[src/rtl/scan_config_loader.sv]
// Byte-stream driver for the configuration scan chain: clears the chain, shifts in
// a CHAIN_LEN-bit image LSB-first, and optionally recirculates it once to check integrity.
module scan_config_loader #(
    parameter int CHAIN_LEN = 1144,
    parameter int CNT_BITS  = 11
) (
    input  logic       clk,
    input  logic       reset,
    input  logic       start,
    input  logic       verify,
    input  logic       abort,
    input  logic [7:0] byte_in,
    input  logic       byte_valid,
    output logic       byte_ready,
    output logic       scan_in,
    output logic       scan_en,
    output logic       scan_reset,
    input  logic       scan_out,
    output logic       busy,
    output logic       done,
    output logic       verify_ok,
    output logic [7:0] crc_out
);

    localparam logic [CNT_BITS-1:0] NUM_BYTES = CNT_BITS'(CHAIN_LEN / 8);
    localparam logic [CNT_BITS-1:0] LAST_VCYC = CNT_BITS'(CHAIN_LEN - 1);
    localparam logic [CNT_BITS-1:0] CNT_ZERO  = {CNT_BITS{1'b0}};

    typedef enum logic [2:0] {
        ST_IDLE   = 3'd0,
        ST_CLEAR  = 3'd1,
        ST_LOAD   = 3'd2,
        ST_VERIFY = 3'd3,
        ST_DONE   = 3'd4
    } state_t;

    // One bit of CRC-8, polynomial 0x07, MSB-first feedback.
    function automatic logic [7:0] crc8_step(input logic [7:0] crc, input logic bit_in);
        logic fb;
        fb = crc[7] ^ bit_in;
        crc8_step = {crc[6:0], 1'b0} ^ (fb ? 8'h07 : 8'h00);
    endfunction

    state_t              state_r, state_s;
    logic [7:0]          sh_r, sh_s;
    logic [3:0]          bits_left_r, bits_left_s;
    logic [CNT_BITS-1:0] bytes_rem_r, bytes_rem_s;
    logic [CNT_BITS-1:0] vcnt_r, vcnt_s;
    logic [7:0]          crc_r, crc_s;
    logic [7:0]          crc2_r, crc2_s;
    logic                verify_mode_r, verify_mode_s;
    logic                verify_ok_r, verify_ok_s;
    logic [7:0]          crc_out_r, crc_out_s;
    logic                byte_ready_r, byte_ready_s;
    logic                scan_in_r, scan_in_s;
    logic                scan_en_r, scan_en_s;
    logic                scan_reset_r, scan_reset_s;
    logic                busy_r, busy_s;
    logic                done_r, done_s;
    logic                accept_s;

    assign accept_s = byte_valid & byte_ready_r;

    // Next-state, datapath and next-output computation.
    always_comb begin
        state_s       = state_r;
        sh_s          = sh_r;
        bits_left_s   = bits_left_r;
        bytes_rem_s   = bytes_rem_r;
        vcnt_s        = vcnt_r;
        crc_s         = crc_r;
        crc2_s        = crc2_r;
        verify_mode_s = verify_mode_r;
        verify_ok_s   = verify_ok_r;
        crc_out_s     = crc_out_r;

        case (state_r)
            ST_IDLE: begin
                if (start) begin
                    state_s       = ST_CLEAR;
                    verify_mode_s = verify;
                    verify_ok_s   = 1'b0;
                    crc_out_s     = 8'h00;
                    bytes_rem_s   = NUM_BYTES;
                    bits_left_s   = 4'd0;
                    vcnt_s        = CNT_ZERO;
                    crc_s         = 8'h00;
                    crc2_s        = 8'h00;
                    sh_s          = 8'h00;
                end else begin
                    state_s = ST_IDLE;
                end
            end
            ST_CLEAR: begin
                state_s = ST_LOAD;
            end
            ST_LOAD: begin
                // The registered scan_en is exactly what the chain saw this cycle.
                if (scan_en_r) begin
                    sh_s        = {1'b0, sh_r[7:1]};
                    bits_left_s = bits_left_r - 4'd1;
                    crc_s       = crc8_step(crc_r, sh_r[0]);
                end else begin
                    sh_s        = sh_r;
                end
                if (accept_s) begin
                    sh_s        = byte_in;
                    bits_left_s = 4'd8;
                    bytes_rem_s = bytes_rem_r - {{(CNT_BITS-1){1'b0}}, 1'b1};
                end else begin
                    bytes_rem_s = bytes_rem_r;
                end
                if ((bytes_rem_s == CNT_ZERO) && (bits_left_s == 4'd0)) begin
                    state_s = verify_mode_r ? ST_VERIFY : ST_DONE;
                end else begin
                    state_s = ST_LOAD;
                end
            end
            ST_VERIFY: begin
                crc2_s = crc8_step(crc2_r, scan_out);
                if (vcnt_r == LAST_VCYC) begin
                    verify_ok_s = (crc2_s == crc_r);
                    state_s     = ST_DONE;
                end else begin
                    vcnt_s = vcnt_r + {{(CNT_BITS-1){1'b0}}, 1'b1};
                end
            end
            ST_DONE: begin
                crc_out_s = crc_r;
                state_s   = ST_IDLE;
            end
            default: begin
                state_s = ST_IDLE;
            end
        endcase

        // Abort wins over everything and leaves the previous results untouched.
        if (abort) begin
            state_s     = ST_IDLE;
            verify_ok_s = verify_ok_r;
            crc_out_s   = crc_out_r;
        end else begin
            state_s = state_s;
        end

        scan_en_s    = ((state_s == ST_LOAD) && (bits_left_s != 4'd0)) || (state_s == ST_VERIFY);
        scan_in_s    = (state_s == ST_LOAD) ? sh_s[0] : 1'b0;
        byte_ready_s = (state_s == ST_LOAD) && (bits_left_s <= 4'd1) && (bytes_rem_s != CNT_ZERO);
        scan_reset_s = (state_s == ST_CLEAR);
        busy_s       = (state_s != ST_IDLE);
        done_s       = (state_s == ST_DONE);
    end

    // State, datapath and output registers.
    always_ff @(posedge clk or negedge reset) begin
        if (!reset) begin
            state_r       <= ST_IDLE;
            sh_r          <= 8'h00;
            bits_left_r   <= 4'd0;
            bytes_rem_r   <= CNT_ZERO;
            vcnt_r        <= CNT_ZERO;
            crc_r         <= 8'h00;
            crc2_r        <= 8'h00;
            verify_mode_r <= 1'b0;
            verify_ok_r   <= 1'b0;
            crc_out_r     <= 8'h00;
            byte_ready_r  <= 1'b0;
            scan_in_r     <= 1'b0;
            scan_en_r     <= 1'b0;
            scan_reset_r  <= 1'b0;
            busy_r        <= 1'b0;
            done_r        <= 1'b0;
        end else begin
            state_r       <= state_s;
            sh_r          <= sh_s;
            bits_left_r   <= bits_left_s;
            bytes_rem_r   <= bytes_rem_s;
            vcnt_r        <= vcnt_s;
            crc_r         <= crc_s;
            crc2_r        <= crc2_s;
            verify_mode_r <= verify_mode_s;
            verify_ok_r   <= verify_ok_s;
            crc_out_r     <= crc_out_s;
            byte_ready_r  <= byte_ready_s;
            scan_in_r     <= scan_in_s;
            scan_en_r     <= scan_en_s;
            scan_reset_r  <= scan_reset_s;
            busy_r        <= busy_s;
            done_r        <= done_s;
        end
    end

    // Recirculation must see the tail bit in the same cycle, so VERIFY bypasses the flop.
    assign scan_in    = (state_r == ST_VERIFY) ? scan_out : scan_in_r;
    assign scan_en    = scan_en_r;
    assign scan_reset = scan_reset_r;
    assign byte_ready = byte_ready_r;
    assign busy       = busy_r;
    assign done       = done_r;
    assign verify_ok  = verify_ok_r;
    assign crc_out    = crc_out_r;

endmodule
[config.mk]
export PLATFORM = sky130hd
export DESIGN_NAME = scan_config_loader
export DESIGN_NICKNAME = d
export VERILOG_FILES = /design/src/rtl/scan_config_loader.sv
export SDC_FILE = /design/constraint.sdc
export NUM_CORES = 1
export LEC_CHECK = 0
export ABC_AREA = 1
export BUFFER_PORTS_ARGS = -buffer_cell sky130_fd_sc_hd__buf_4
export CORE_MARGIN = 2
export CORE_UTILIZATION = 55
export DETAILED_ROUTE_END_ITERATION = 10
export MAX_ROUTING_LAYER = met4
export PLACE_DENSITY = 0.8
export REMOVE_ABC_BUFFERS = 1
export SLEW_MARGIN = 10
export SYNTH_ARGS = -nofsm -noshare
export SYNTH_HDL_FRONTEND = slang
export SYNTH_SLANG_ARGS = --single-unit
[constraint.sdc]
create_clock -name clk -period 2.8 [get_ports clk]
set_input_delay 0.28 -clock clk [delete_from_list [all_inputs] [get_ports clk]]
set_output_delay 0.28 -clock clk [all_outputs]
set_load 0.005 [all_outputs]
==> results by group <==
Global routing
  • Largest net degree at the start of global routing: 70
  • Global Route Usage Sum: 0.245
  • Vias in the first global route: 3,113
  • First-pass GRT wire length: approximately 14,000 um
  • Gr ovfl total: 0
  • Initial antenna violation count: 0

Worst setup path
  • Critical path type: register to register
  • Crit-path leading delay family: simple AND/OR/NAND/NOR gates
  • Critical path, cell by cell: nand2_2 > nand2_1 > nand2_1 > nand2_1 > inv_1 > nand2_1 > nor2_1 > nand2_1 > nor2_1 > nand3_1 > nand2_1 > nand2_2 > nand2_2 > nand3_1
  • Slowest CP cell: dfrtp_1
  • Crit-path max FO: 18
  • Critical Path AT: roughly 2300 ps
  • CP Data Required Time: 3030 ps
  • Critical Path Start Type: register
  • Most used cell along the critical path: nand2_1
  • Endpoint class of the critical path: register
  • Worst path max stage delay: between 400 and 500 ps
  • Worst path bufs/invs: 1

STA
  • Slew HR: 0.429
  • TNS Setup: 0 ps
  • Worst clock skew: 5.73 ps
  • Slew Viols, Final: 0
  • Slew @ Worst Pin: between 800 and 900 ps
  • Tcrit/Tclk final: 0.749
  • Max Freq: 477 MHz
  • Period minus WS final: 2100 ps
  • RSZ-0062 raised after global routing: no
  • Final Hold Viols: 0
  • Final setup fails: 0

Clock network
  • Htree depth: 3
  • CTS clk-pin slew, worst paths: 80 ps
  • Clock Tree Buf Depth: 2
  • CTS tree: built
  • Post-CTS Resized: 0
  • CTS Buf Count: 9
  • # clock sinks: 69
  • Clock Latency Late Sink: 350 ps
  • Root buffer cell: clkbuf_8
  • Post-CTS Setup Bufs: 0
  • Hold buffers post-CTS: 0

Logic synthesis
  • Area contributors post-synth: dfrtp_1 47%, nand2_1 10%, inv_1 8.6%, o21ai_0 6.0%, nand3_1 4.9%
  • Post-synth cell types: 34
  • Synth top area share: 0.469
  • Area leader, netlist: dfrtp_1
  • Syn avg cell area: ~7.7 um2
  • Synth warn: 0
  • Synthesized flop and latch total: 69
  • Gate Count Post-Synth: approximately 480
  • Seq/Total Area, Yosys: 0.469
  • Synth Cell Area: 3680 um2

Route
  • DRC violations left: 3
  • Post-DR wirelength/cell: 13.5 um
  • DR vias/cell: 5.46
  • Final WL: 8050 um
  • Via Count: between 3k and 4k
  • Final ANT Viol Nets: 0
  • Iter 0 DRT Violations: 190
  • Drt pass-1 iters: 10

Power
  • Internal: 0.00163 W
  • Share of total power in the clock network: 0.400
  • Seq pwr share: 0.469
  • Leak: 2.05 nW
  • Max VDD drop: 335 uV
  • Net Sw Power: around 0.00065 W
  • PwrDens: 547 nW/um2
  • Logic pwr share: 0.131
  • Switching share of power: 0.285

Floorplan
  • Site Rows: 29
  • Die area: between 7000 and 8000 um2
  • Die Ht: 85.8 um
  • Core area: between 6000 and 7000 um2
  • IO Pins: 30
  • Die Wd: 85.8 um
  • Starting density of the core: 0.574

Place
  • Gpl congestion: 0.921
  • Port Buffers: 29
  • Post-detail-place hpwl: approximately 5700 um

Cells and area
  • Ant diodes: 0
  • Most common cell after layout, fill and taps aside: nand2_1
  • Syn-to-layout area delta: 13.5%
  • Commonest cells after routing, fill and taps aside: 103 x nand2_1, 84 x inv_1, 69 x dfrtp_1
  • Layout cells sized above 1: 0.135
  • Layout Utilization: 0.651
  • Nets: 531

Run
  • Max_cap viols: 0

Run status
  • Failing checks: design-rule violations
  • Outcome: finished with violations

Worst hold path
  • Worst hold path class: input pin to async pin
## stage by stage
| step | power [W] | cells | hold slack (ps) | area [um2] | setup WS, ps |
|---|---|---|---|---|---|
| after detailed placement | 0.00139 | 579 | 446 | 3960 | 792 |
| after global placement | 0.00138 | 579 | 443 | 3960 | 812 |
| final | 0.00229 | 595 | 30.0 | 4180 | 703 |
| after CTS | 0.00230 | 595 | 54.7 | 4180 | 757 |
| after floorplan | 0.00128 | 473 | -15.6 | 3640 | 1090 |
| after global routing | 0.00238 | 595 | 105 | 4180 | 486 |
## registers in the layout, indices dropped and copies added, names as in the netlist
register / flops
vcnt_r: 11
bits_left_r: 4
bytes_rem_r: 11
sh_r: 8
crc_r: 8
scan_en: 1
byte_ready: 1
scan_reset: 1
done: 1
busy: 1
state_r: 3
scan_in_r: 1
verify_ok: 1
crc2_r: 8
crc_out: 8
verify_mode_r: 1
## kinds of logic (layout without fill, tap and decap cells)
kind of cell	Yosys count	after routing	synth area share
xor gates and xnor gates	10	10	0.0238
buffers and inverters	96	133	0.100
and+or+nand+nor	219	219	0.265
adders and majority gates	3	3	0.0102
DFF	69	69	0.469
AOI/OAI and AO/OA	84	84	0.132
## power by group through the flow
stage,Sequential (W),Combinational (W),Clock (W)
detailed placement,0.00109,0.000297,0
CTS,0.00107,0.000299,0.000931
finish,0.00107,0.000299,0.000915
floorplan,0.00108,0.000198,0
global route,0.00108,0.000341,0.000961
global placement,0.00109,0.000289,0
## cell type report
class	instances	area (um2)
Sequential cell	69	1730
Tap cell	77	96.3
Clock buffer	9	124
Fill cell	545	2240
Timing Repair Buffer	29	218
Clock inverter	7	98.8
Multi-Input combinational cell	316	1590
Inverter	88	330
## synth_stat cells
cell / instances
o211ai_1: 4
nor3_2: 2
xnor2_1: 1
nand3b_1: 3
nor2_4: 3
a31oi_1: 1
o22ai_1: 16
nor3_1: 5
dfrtp_1: 69
nand2_2: 7
nand4_1: 5
o31ai_1: 2
ha_1: 3
xor2_1: 9
nor4_1: 4
or2_2: 1
nand3_1: 36
buf_2: 4
a21boi_0: 1
o21ai_1: 1
a21oi_1: 9
nor2_2: 6
a22oi_1: 2
o211ai_2: 1
inv_2: 4
clkbuf_1: 3
a211oi_2: 1
inv_1: 84
o2111ai_1: 1
nor2_1: 44
o21ai_0: 44
buf_4: 1
nand2_1: 103
o21a_1: 1
## path summary, 6_finish.rpt
kind | from | end | slack (ps) | depth (start not counted)
max | byte_ready | busy | 700 | 14
min | reset | crc_out[5] | 30 | 1
max reg2reg | byte_ready | busy | 700 | 14
min reg2reg | verify_ok | verify_ok | 510 | 2
max in group asynchronous | reset | bytes_rem_r[4] | 2230 | 1
min in group clk | verify | verify_mode_r | 140 | 3
## layer usage
metal,global-route usage,wire [um]
met1,0.305,3650
met2,0.401,3870
met3,0.0385,376
met4,0.0967,155
met5,-,0
## worst reg2reg max path: stages, from the launching register on
cell     delay (ps)
dfrtp_1         460
nand2_2         310
nand2_1          90
nand2_1         130
nand2_1          70
inv_1            60
nand2_1          40
nor2_1           80
nand2_1          70
nor2_1          210
nand3_1         120
nand2_1          90
nand2_2          70
nand2_2          80
nand3_1          80
Note: power is estimated with default switching activity, not from simulation.
